[config.mk]
export PLATFORM = sky130hd
export DESIGN_NAME = prog_loader
export DESIGN_NICKNAME = d
export VERILOG_FILES = /design/src/rtl/prog_loader.sv
export SDC_FILE = /design/constraint.sdc
export NUM_CORES = 1
export LEC_CHECK = 0
export BUFFER_PORTS_ARGS = -buffer_cell sky130_fd_sc_hd__clkbuf_2
export CAP_MARGIN = 10
export CORE_ASPECT_RATIO = 0.9
export CORE_MARGIN = 8
export CORE_UTILIZATION = 35
export CTS_CLUSTER_DIAMETER = 40
export DETAILED_ROUTE_END_ITERATION = 10
export PLACE_DENSITY_LB_ADDON = 0.15
export SLEW_MARGIN = 20
export SYNTH_ARGS = -nofsm -noshare
export SYNTH_HDL_FRONTEND = slang
export SYNTH_SLANG_ARGS = --single-unit
[constraint.sdc]
create_clock -name clk -period 7.05 [get_ports clk]
set_input_delay 1.41 -clock clk [delete_from_list [all_inputs] [get_ports clk]]
set_output_delay 1.41 -clock clk [all_outputs]
set_load 0.05 [all_outputs]
[src/rtl/prog_loader.sv]
`timescale 1ns/1ps
// prog_loader: receives a byte-stream program image (base address, word
// count, little-endian data words) and writes it word by word into the
// core's data memory through the external write port. The core is held in
// reset for the whole load and released once the image is complete.
module prog_loader #(
  parameter int TIMEOUT_CYCLES = 1000000
) (
  input  logic        clk,
  input  logic        reset,
  input  logic        byte_valid,
  input  logic [7:0]  byte_data,
  output logic        byte_ready,
  input  logic        load_req,
  output logic        Ext_MemWrite,
  output logic [31:0] Ext_WriteData,
  output logic [31:0] Ext_DataAdr,
  output logic        core_reset,
  output logic        load_done,
  output logic        load_err
);

  // The idle counter only ever needs to reach TIMEOUT_CYCLES-1: the cycle
  // that would take it to TIMEOUT_CYCLES triggers the abort instead.
  localparam int TW = (TIMEOUT_CYCLES > 1) ? $clog2(TIMEOUT_CYCLES) : 1;
  localparam logic [TW-1:0] TO_LAST = TW'(TIMEOUT_CYCLES - 1);

  typedef enum logic [2:0] {
    ADDR,
    COUNT,
    DATA,
    WRITE,
    DONE
  } state_t;

  state_t          r_state;
  state_t          w_state_next;
  logic [1:0]      r_byte_cnt;   // byte position inside the current field
  logic [31:0]     r_addr;       // address of the next word to write
  logic [15:0]     r_count;      // words still to be written
  logic [23:0]     r_word;       // low three bytes of the word being built
  logic [TW-1:0]   r_to_cnt;     // idle cycles since the last transfer
  logic            r_load_err;
  logic [31:0]     r_ext_adr;
  logic [31:0]     r_ext_wdata;

  logic            w_byte_ready;
  logic            w_xfer;
  logic            w_active;
  logic            w_timeout;
  logic            w_mem_write;

  // Bytes are accepted only in the receiving states, never while in reset.
  assign w_byte_ready = !reset &&
                        (r_state == ADDR || r_state == COUNT || r_state == DATA);
  assign w_xfer       = byte_valid && w_byte_ready;

  // A packet is in flight once its first byte has been taken; before that
  // (ADDR with nothing received) and in DONE the idle counter stays at 0.
  assign w_active  = (r_state != DONE) && !(r_state == ADDR && r_byte_cnt == 2'd0);
  assign w_timeout = w_active && !w_xfer && (r_to_cnt == TO_LAST);

  // State register.
  always_ff @(posedge clk) begin
    if (reset) begin
      r_state <= ADDR;
    end else begin
      r_state <= w_state_next;
    end
  end

  // Next-state decode and the write strobe.
  always_comb begin
    w_state_next = r_state;
    w_mem_write  = 1'b0;
    case (r_state)
      ADDR: begin
        if (w_xfer && r_byte_cnt == 2'd3) w_state_next = COUNT;
      end
      COUNT: begin
        if (w_xfer && r_byte_cnt[0]) begin
          // An empty image goes straight to DONE with no writes.
          w_state_next = ({byte_data, r_count[7:0]} != 16'd0) ? DATA : DONE;
        end
      end
      DATA: begin
        if (w_xfer && r_byte_cnt == 2'd3) w_state_next = WRITE;
      end
      WRITE: begin
        w_mem_write  = 1'b1;
        w_state_next = (r_count == 16'd1) ? DONE : DATA;
      end
      DONE: begin
        if (load_req) w_state_next = ADDR;
      end
      default: w_state_next = ADDR;
    endcase
    if (w_timeout) w_state_next = ADDR;
  end

  // Field assembly, address/count bookkeeping, idle timer and error flag.
  always_ff @(posedge clk) begin
    if (reset) begin
      r_byte_cnt  <= 2'd0;
      r_addr      <= 32'd0;
      r_count     <= 16'd0;
      r_word      <= 24'd0;
      r_to_cnt    <= '0;
      r_load_err  <= 1'b0;
      r_ext_adr   <= 32'd0;
      r_ext_wdata <= 32'd0;
    end else if (w_timeout) begin
      // Drop any partially received field; completed writes stay in memory.
      r_byte_cnt <= 2'd0;
      r_word     <= 24'd0;
      r_to_cnt   <= '0;
      r_load_err <= 1'b1;
    end else begin
      if (w_xfer || !w_active) begin
        r_to_cnt <= '0;
      end else begin
        r_to_cnt <= r_to_cnt + 1'b1;
      end

      if (w_xfer) begin
        case (r_state)
          ADDR: begin
            case (r_byte_cnt)
              2'd0: begin
                r_addr[7:0] <= {byte_data[7:2], 2'b00};  // keep word alignment
                r_load_err  <= 1'b0;                     // a fresh header starts
              end
              2'd1:    r_addr[15:8]  <= byte_data;
              2'd2:    r_addr[23:16] <= byte_data;
              default: r_addr[31:24] <= byte_data;
            endcase
            r_byte_cnt <= r_byte_cnt + 2'd1;
          end
          COUNT: begin
            if (r_byte_cnt[0]) begin
              r_count[15:8] <= byte_data;
              r_byte_cnt    <= 2'd0;
            end else begin
              r_count[7:0]  <= byte_data;
              r_byte_cnt    <= 2'd1;
            end
          end
          DATA: begin
            case (r_byte_cnt)
              2'd0:    r_word[7:0]   <= byte_data;
              2'd1:    r_word[15:8]  <= byte_data;
              2'd2:    r_word[23:16] <= byte_data;
              default: begin
                // Last byte: present the finished word on the write port now
                // so it is valid during the single WRITE cycle that follows.
                r_ext_adr   <= r_addr;
                r_ext_wdata <= {byte_data, r_word};
              end
            endcase
            r_byte_cnt <= r_byte_cnt + 2'd1;
          end
          default: ;
        endcase
      end

      if (r_state == WRITE) begin
        r_addr  <= r_addr + 32'd4;   // wraps naturally at 2^32
        r_count <= r_count - 16'd1;
      end
    end
  end

  assign byte_ready    = w_byte_ready;
  assign Ext_MemWrite  = w_mem_write;
  assign Ext_WriteData = r_ext_wdata;
  assign Ext_DataAdr   = r_ext_adr;
  assign core_reset    = (r_state != DONE);
  assign load_done     = (r_state == DONE);
  assign load_err      = r_load_err;

endmodule

==> results of run 1 <==
state kept, by name (all words and copies together), names as in the netlist:
name and cells:
Ext_DataAdr 30, Ext_WriteData 32, load_err 1, r_addr 30, r_byte_cnt 2, r_count 16
r_state 3, r_to_cnt 20, r_word 24
through the flow:
stage	util [%]	total power, mW
after floorplan	-	0.979
after global placement	37.6	1.01
after detailed placement	37.6	1.01
after CTS	40.6	2.03
after global routing	40.6	2.08
final	40.6	2.00
logic make-up after synthesis:
kind of cell | share of synthesized area (%)
and+or+nand+nor | 25.6
buffers and inverters | 5.35
DFF | 41.8
xor gates and xnor gates | 2.20
adders and majority gates | 1.66
muxes | 1.06
AOI/OAI and AO/OA | 22.3
other | 0.0496
worst max-delay path, delay by kind of cell (launching register included):
kind	cells	cell delay, ns
DFF	1	0.61
and+or+nand+nor	1	0.13
buffers and inverters	4	1.16
layer usage:
metal	track usage [%]	up-vias	wire [microns]
met5	0	-	0
met1	23.1	3330	10800
li1	-	3503	-
met2	26.5	158	10000
met4	4.43	0	309
met3	3.44	18	1060
final timing paths:
path,to,slack (ns),start,depth (start not counted)
worst max-delay path,Ext_MemWrite,3.28,r_state[1]$_SDFFE_PP0P_,5
worst min-delay path,r_to_cnt[0]$_SDFF_PP0_,0.44,r_to_cnt[0]$_SDFF_PP0_,1
worst max register to register,r_addr[18]$_SDFFE_PP0P_,3.87,r_byte_cnt[0]$_SDFFE_PP0P_,7
worst min register to register,r_to_cnt[0]$_SDFF_PP0_,0.44,r_to_cnt[0]$_SDFF_PP0_,1
final cells by class:
class,instances,area share [%]
tap,291,4.18
sequential,158,36.3
inverter,21,0.905
timing repair buffer,84,5.03
clock inverter,14,2.52
multi-input combinational,713,46.1
clock buffer,18,4.93
power by group through the flow:
stage / logic (mW) / registers (mW) / clock network, mW
floorplan: 0.0568 / 0.922 / 0
global placement: 0.0823 / 0.927 / 0
detailed placement: 0.0820 / 0.926 / 0
CTS: 0.0824 / 0.906 / 1.04
global route: 0.0892 / 0.907 / 1.08
finish: 0.0824 / 0.906 / 1.02
cells in the final DEF (no fill, tap or decap), types with 6 or more instances in the layout:
cell type                   netlist  routed
sky130_fd_sc_hd__a211oi_1         8       8
sky130_fd_sc_hd__a21oi_1        122     122
sky130_fd_sc_hd__a31oi_1         12      12
sky130_fd_sc_hd__buf_4            5       7
sky130_fd_sc_hd__clkbuf_16        0      17
sky130_fd_sc_hd__clkbuf_2         1      77
sky130_fd_sc_hd__dfxtp_1        158     158
sky130_fd_sc_hd__ha_1            10      10
sky130_fd_sc_hd__inv_1           21      21
sky130_fd_sc_hd__mux2i_1          8       8
sky130_fd_sc_hd__nand2_1        199     198
sky130_fd_sc_hd__nand3_1         58      58
sky130_fd_sc_hd__nand3b_1         7       7
sky130_fd_sc_hd__nand4_1         18      18
sky130_fd_sc_hd__nor2_1          57      57
sky130_fd_sc_hd__nor3_1          20      20
sky130_fd_sc_hd__nor4_1           6       6
sky130_fd_sc_hd__o21ai_0         22      22
sky130_fd_sc_hd__o31a_1          14      14
sky130_fd_sc_hd__o31ai_1         24      23
sky130_fd_sc_hd__o32ai_1          9       9
sky130_fd_sc_hd__o41ai_1          8       8
sky130_fd_sc_hd__or2_2            6       6
sky130_fd_sc_hd__or3_1            6       6
sky130_fd_sc_hd__or4_1            6       6
sky130_fd_sc_hd__xnor2_1         11      11
sky130_fd_sc_hd__xor2_1           8       8
==> flow_summary_export.csv, run 1 <==
group,metric,value,unit
clocking,post-cts-setup-buffers,0,
power_and_ir_drop,power_frac_comb,4.1,%
place,gp_congestion,0.802,
timing,tightest_slew,0.983,ns
clocking,clock-sinks,158,
grt,number_of_antenna_violations_at_the_first_check_in_global_routing,0,
worst_setup_path,critical_path_class,"register to output port",
clocking,clockRootBuffer,"sky130_fd_sc_hd__clkbuf_16",
grt,global_route_wire_length_before_repair,36100,microns
route,detail_route.first_pass.iterations,5,
power_and_ir_drop,power.leakage,2.95,nW
route,drt_wl_total,22200,microns
synth,yosysMostFrequentCell,"sky130_fd_sc_hd__nand2_1",
worst_setup_path,timing.critical_path.slowest_cell_delay,0.61,ns
timing,whs,0.439,ns
worst_setup_path,cp_slowest_cell,"sky130_fd_sc_hd__dfxtp_1",
status,run_status,"finished clean",
power_and_ir_drop,power_density,230,mW/mm^2
final_layout,final.fill_count,2269,
synth,postSynthCellCount,961,
die,core_region_area,0.0214,sq mm
final_layout,fin_cells,1299,
place,post-dp-hpwl,14600,microns
route,wire_per_inst,17.1,microns
worst_setup_path,crit_path_cell_trace,"nand3b_1 -> buf_4 -> inv_1 -> buf_4 -> clkbuf_2",
final_layout,seq_area,0.00316,sq mm
power_and_ir_drop,clock_power_share,50.7,%
synth,mappedNetlistArea,0.00756,sq mm
clocking,clockBufferDepth,2,
place,io_buffer_count,78,
timing,hold_violations,0,
clocking,clk_transition_reported_paths,0.07,ns
synth,post_synth.cell_area_avg,7.87,sq um
worst_setup_path,worst_ep_arrival_time,2.36,ns
synth,most_used_flip_flop_cell_after_synthesis,"sky130_fd_sc_hd__dfxtp_1",
route,first_iter_violations,598,
place,place_inst,1267,
final_layout,finish.instance_area,0.00871,sq mm
synth,yosysTopAreaCell,"sky130_fd_sc_hd__dfxtp_1",
synth,synth_seq_area_share,41.8,%
worst_setup_path,critical_path_most_common_cell,"sky130_fd_sc_hd__buf_4",
timing,max_slew_margin,34.5,%
final_layout,insertedDiodeCount,0,
worst_setup_path,worstPathRequired,5.64,ns
die,placementRows,51,
synth,ys_top_cells_by_count,"199 x sky130_fd_sc_hd__nand2_1, 158 x sky130_fd_sc_hd__dfxtp_1, 122 x sky130_fd_sc_hd__a21oi_1",
grt,first_global_vias,6650,
synth,postSynth.asyncResetShare,0,%
die,die-width,171,microns
final_layout,multi_input_comb_area,0.00401,sq mm
route,number_of_nets_still_failing_antenna_checks_after_routing,0,
synth,synth.ff_latch_count,158,
timing,drv_slew,0,
clocking,htreeDepth,4,
die,floorplan.die_area,0.0266,sq mm
clocking,cts_hold_buffers,0,
route,vias,7009,
timing,timing.final.crit_period,3.77,ns
power_and_ir_drop,power.share.sequential,45.2,%
synth,fraction_of_synthesized_cell_area_taken_by_the_top_area_cell_type,41.8,%
clocking,clock_insertion_delay_worst_skew,0.43,ns
timing,final_min_period_over_clock_period,53.4,%
worst_setup_path,crit_path_start_kind,"register",
die,die_height,155,microns
power_and_ir_drop,power.ir.vdd_worst,0.109,mV
grt,grt.total_usage,16.8,%
die,effective_utilization_at_floorplan,35.3,%
route,ratio_of_routed_vias_to_standard_cells,5.40,
clocking,cts_inserted_buffers,17,
synth,ys_top_cells_by_area,"sky130_fd_sc_hd__dfxtp_1 42%, sky130_fd_sc_hd__nand2_1 9.9%, sky130_fd_sc_hd__a21oi_1 8.1%",
timing,setup_tns,0,ns
die,num_io_pins,81,
timing,fmax,266,MHz
grt,overflow,0,
timing,fin_ws,3.28,ns
worst_setup_path,path_max_fanout,59,
final_layout,drive_gt1_share,13.4,%
timing,setup_viol_count_final,0,
grt,grt_start_max_net_pins,88,
clocking,cts_repair_resize_count,0,
clocking,cts_tree,"built",
synth,yosys.cell_types.count,71,
synth,count_of_flip_flops_with_a_built_in_enable_after_synthesis,0,
timing,fin_skew,0.0123,ns
worst_setup_path,crit_path_end_kind,"output port",
power_and_ir_drop,internal_portion_of_total_power,1.53,mW
timing,unrepaired_setup_endpoints_after_global_routing,"no",
final_layout,finish.net_count,1017,
place,placement.cell_area,0.00806,sq mm
final_layout,layout-area-overhead-vs-synth,15.2,%
power_and_ir_drop,netSwitchingFraction,23.9,%
route,detail_route.drc_violations,0,
place,dp_slack,2.92,ns
job,max-cap-violations,0,
power_and_ir_drop,power_switching,478,uW
synth,synth_warnings,0,
min_path,type_of_the_worst_min_delay_path,"register to register",
No activity file was read; power rests on OpenSTA's default activity.
==> run 2: changes to the inputs <==
clock period = 3.1 ns   (was 7.05 ns; I/O delays follow)
==> run 2 against run 1 <==
Clock-buffer cell count decreased by 1. Wire length rose by 0.51%. Flip-flop and latch count stayed put. Die area unchanged. Core utilization grew 0.34 points.
==> flow_summary_export.csv, run 2 (same netlist as run 1, synthesis figures left out) <==
group,metric,value,unit
final_layout,layout-area-overhead-vs-synth,16.2,%
status,run_status,"finished clean",
route,first_iter_violations,508,
grt,number_of_antenna_violations_at_the_first_check_in_global_routing,0,
timing,whs,0.437,ns
place,post-dp-hpwl,15100,microns
grt,grt.total_usage,17.2,%
place,io_buffer_count,78,
die,num_io_pins,81,
worst_setup_path,path_max_fanout,16,
grt,grt_start_max_net_pins,60,
final_layout,layout_commonest_cell,"sky130_fd_sc_hd__nand2_1",
final_layout,final_core_util,40.9,%
timing,fin_skew,0.0118,ns
route,ratio_of_routed_vias_to_standard_cells,5.36,
die,placementRows,51,
timing,fmax,371,MHz
clocking,cts_inserted_buffers,17,
clocking,cts_tree,"built",
worst_setup_path,crit_path_end_kind,"output port",
grt,global_route_wire_length_before_repair,36900,microns
route,drt_wl_total,22300,microns
clocking,htreeDepth,4,
min_path,type_of_the_worst_min_delay_path,"register to register",
timing,tightest_slew,0.713,ns
clocking,clk_transition_reported_paths,0.07,ns
worst_setup_path,crit_path_start_kind,"register",
power_and_ir_drop,power.ir.vdd_worst,0.253,mV
worst_setup_path,worst_ep_arrival_time,2.08,ns
place,gp_congestion,0.856,
route,vias,7036,
timing,drv_slew,0,
die,die-width,171,microns
timing,setup_viol_count_final,0,
clocking,clock_insertion_delay_worst_skew,0.43,ns
final_layout,final.fill_count,2252,
power_and_ir_drop,power.leakage,3.00,nW
final_layout,finish.instance_area,0.00878,sq mm
clocking,cts_repair_resize_count,0,
die,floorplan.die_area,0.0266,sq mm
clocking,clockRootBuffer,"sky130_fd_sc_hd__clkbuf_16",
final_layout,largest_register_ff_count,32,
die,die_height,155,microns
grt,first_global_vias,6709,
job,max-cap-violations,0,
final_layout,insertedDiodeCount,0,
worst_setup_path,critical_path_class,"register to output port",
clocking,clock-sinks,158,
timing,unrepaired_setup_endpoints_after_global_routing,"no",
route,number_of_nets_still_failing_antenna_checks_after_routing,0,
worst_setup_path,worstPathRequired,2.48,ns
power_and_ir_drop,power_density,500,mW/mm^2
grt,overflow,0,
final_layout,layout_common_cells,"198 x sky130_fd_sc_hd__nand2_1, 158 x sky130_fd_sc_hd__dfxtp_1, 122 x sky130_fd_sc_hd__a21oi_1, 77 x sky130_fd_sc_hd__clkbuf_2, 58 x sky130_fd_sc_hd__nand3_1",
power_and_ir_drop,design_power_total,4.39,mW
timing,final_min_period_over_clock_period,87.0,%
route,wire_per_inst,17.0,microns
die,effective_utilization_at_floorplan,35.3,%
route,detail_route.drc_violations,0,
clocking,clockBufferDepth,2,
clocking,cts_hold_buffers,0,
clocking,post-cts-setup-buffers,0,
die,core_region_area,0.0214,sq mm
timing,hold_violations,0,
timing,setup_tns,0,ns
final_layout,finish.net_count,1031,
final_layout,drive_gt1_share,14.7,%
place,placement.cell_area,0.00819,sq mm
timing,max_slew_margin,52.5,%
route,detail_route.first_pass.iterations,5,
timing,timing.final.crit_period,2.70,ns
## run 2: where the power goes
group | internal [mW] | switching, mW
Sequential | 2.04 | 0.0169
Clock | 1.15 | 0.988
Combinational | 0.0535 | 0.142
## run 2: final cells by class
type | instances | area [sq um] | area share (%)
clock inverter | 15 | 168 | 1.91
clock buffer | 17 | 425 | 4.85
sequential | 158 | 3160 | 36.0
timing repair buffer | 98 | 568 | 6.47
inverter | 21 | 78.8 | 0.898
tap | 291 | 364 | 4.15
multi-input combinational | 713 | 4010 | 45.7
## run 2: routing by layer
layer | global-route usage [%] | routed length (microns)
met1 | 23.6 | 10700
met2 | 26.1 | 9970
met3 | 3.06 | 1090
met4 | 7.28 | 548
met5 | 0 | 0
## run 2: final timing paths
kind	startpoint	end	slack [ns]	cells past startpoint
hold / removal	r_to_cnt[0]$_SDFF_PP0_	r_to_cnt[0]$_SDFF_PP0_	0.44	1
hold reg to reg	r_to_cnt[0]$_SDFF_PP0_	r_to_cnt[0]$_SDFF_PP0_	0.44	1
setup / recovery	r_state[1]$_SDFFE_PP0P_	Ext_MemWrite	0.40	3
setup reg to reg	r_byte_cnt[1]$_SDFFE_PP0P_	r_count[0]$_SDFFE_PP0P_	0.51	7
## run 2: worst max-delay path: stages, from the launching register on
cell                       delay [ns]
sky130_fd_sc_hd__dfxtp_1         0.61
sky130_fd_sc_hd__nand3b_1        0.16
sky130_fd_sc_hd__inv_1           0.48
sky130_fd_sc_hd__clkbuf_2        0.39
## run 2: per-stage QoR
step,cells,worst slack [ns]
2_1_floorplan,962,0.133
4_1_cts,1313,0.418
6_report,1313,0.404
3_5_place_dp,1281,0.511
5_1_grt,1313,0.256
3_3_place_gp,1281,0.539
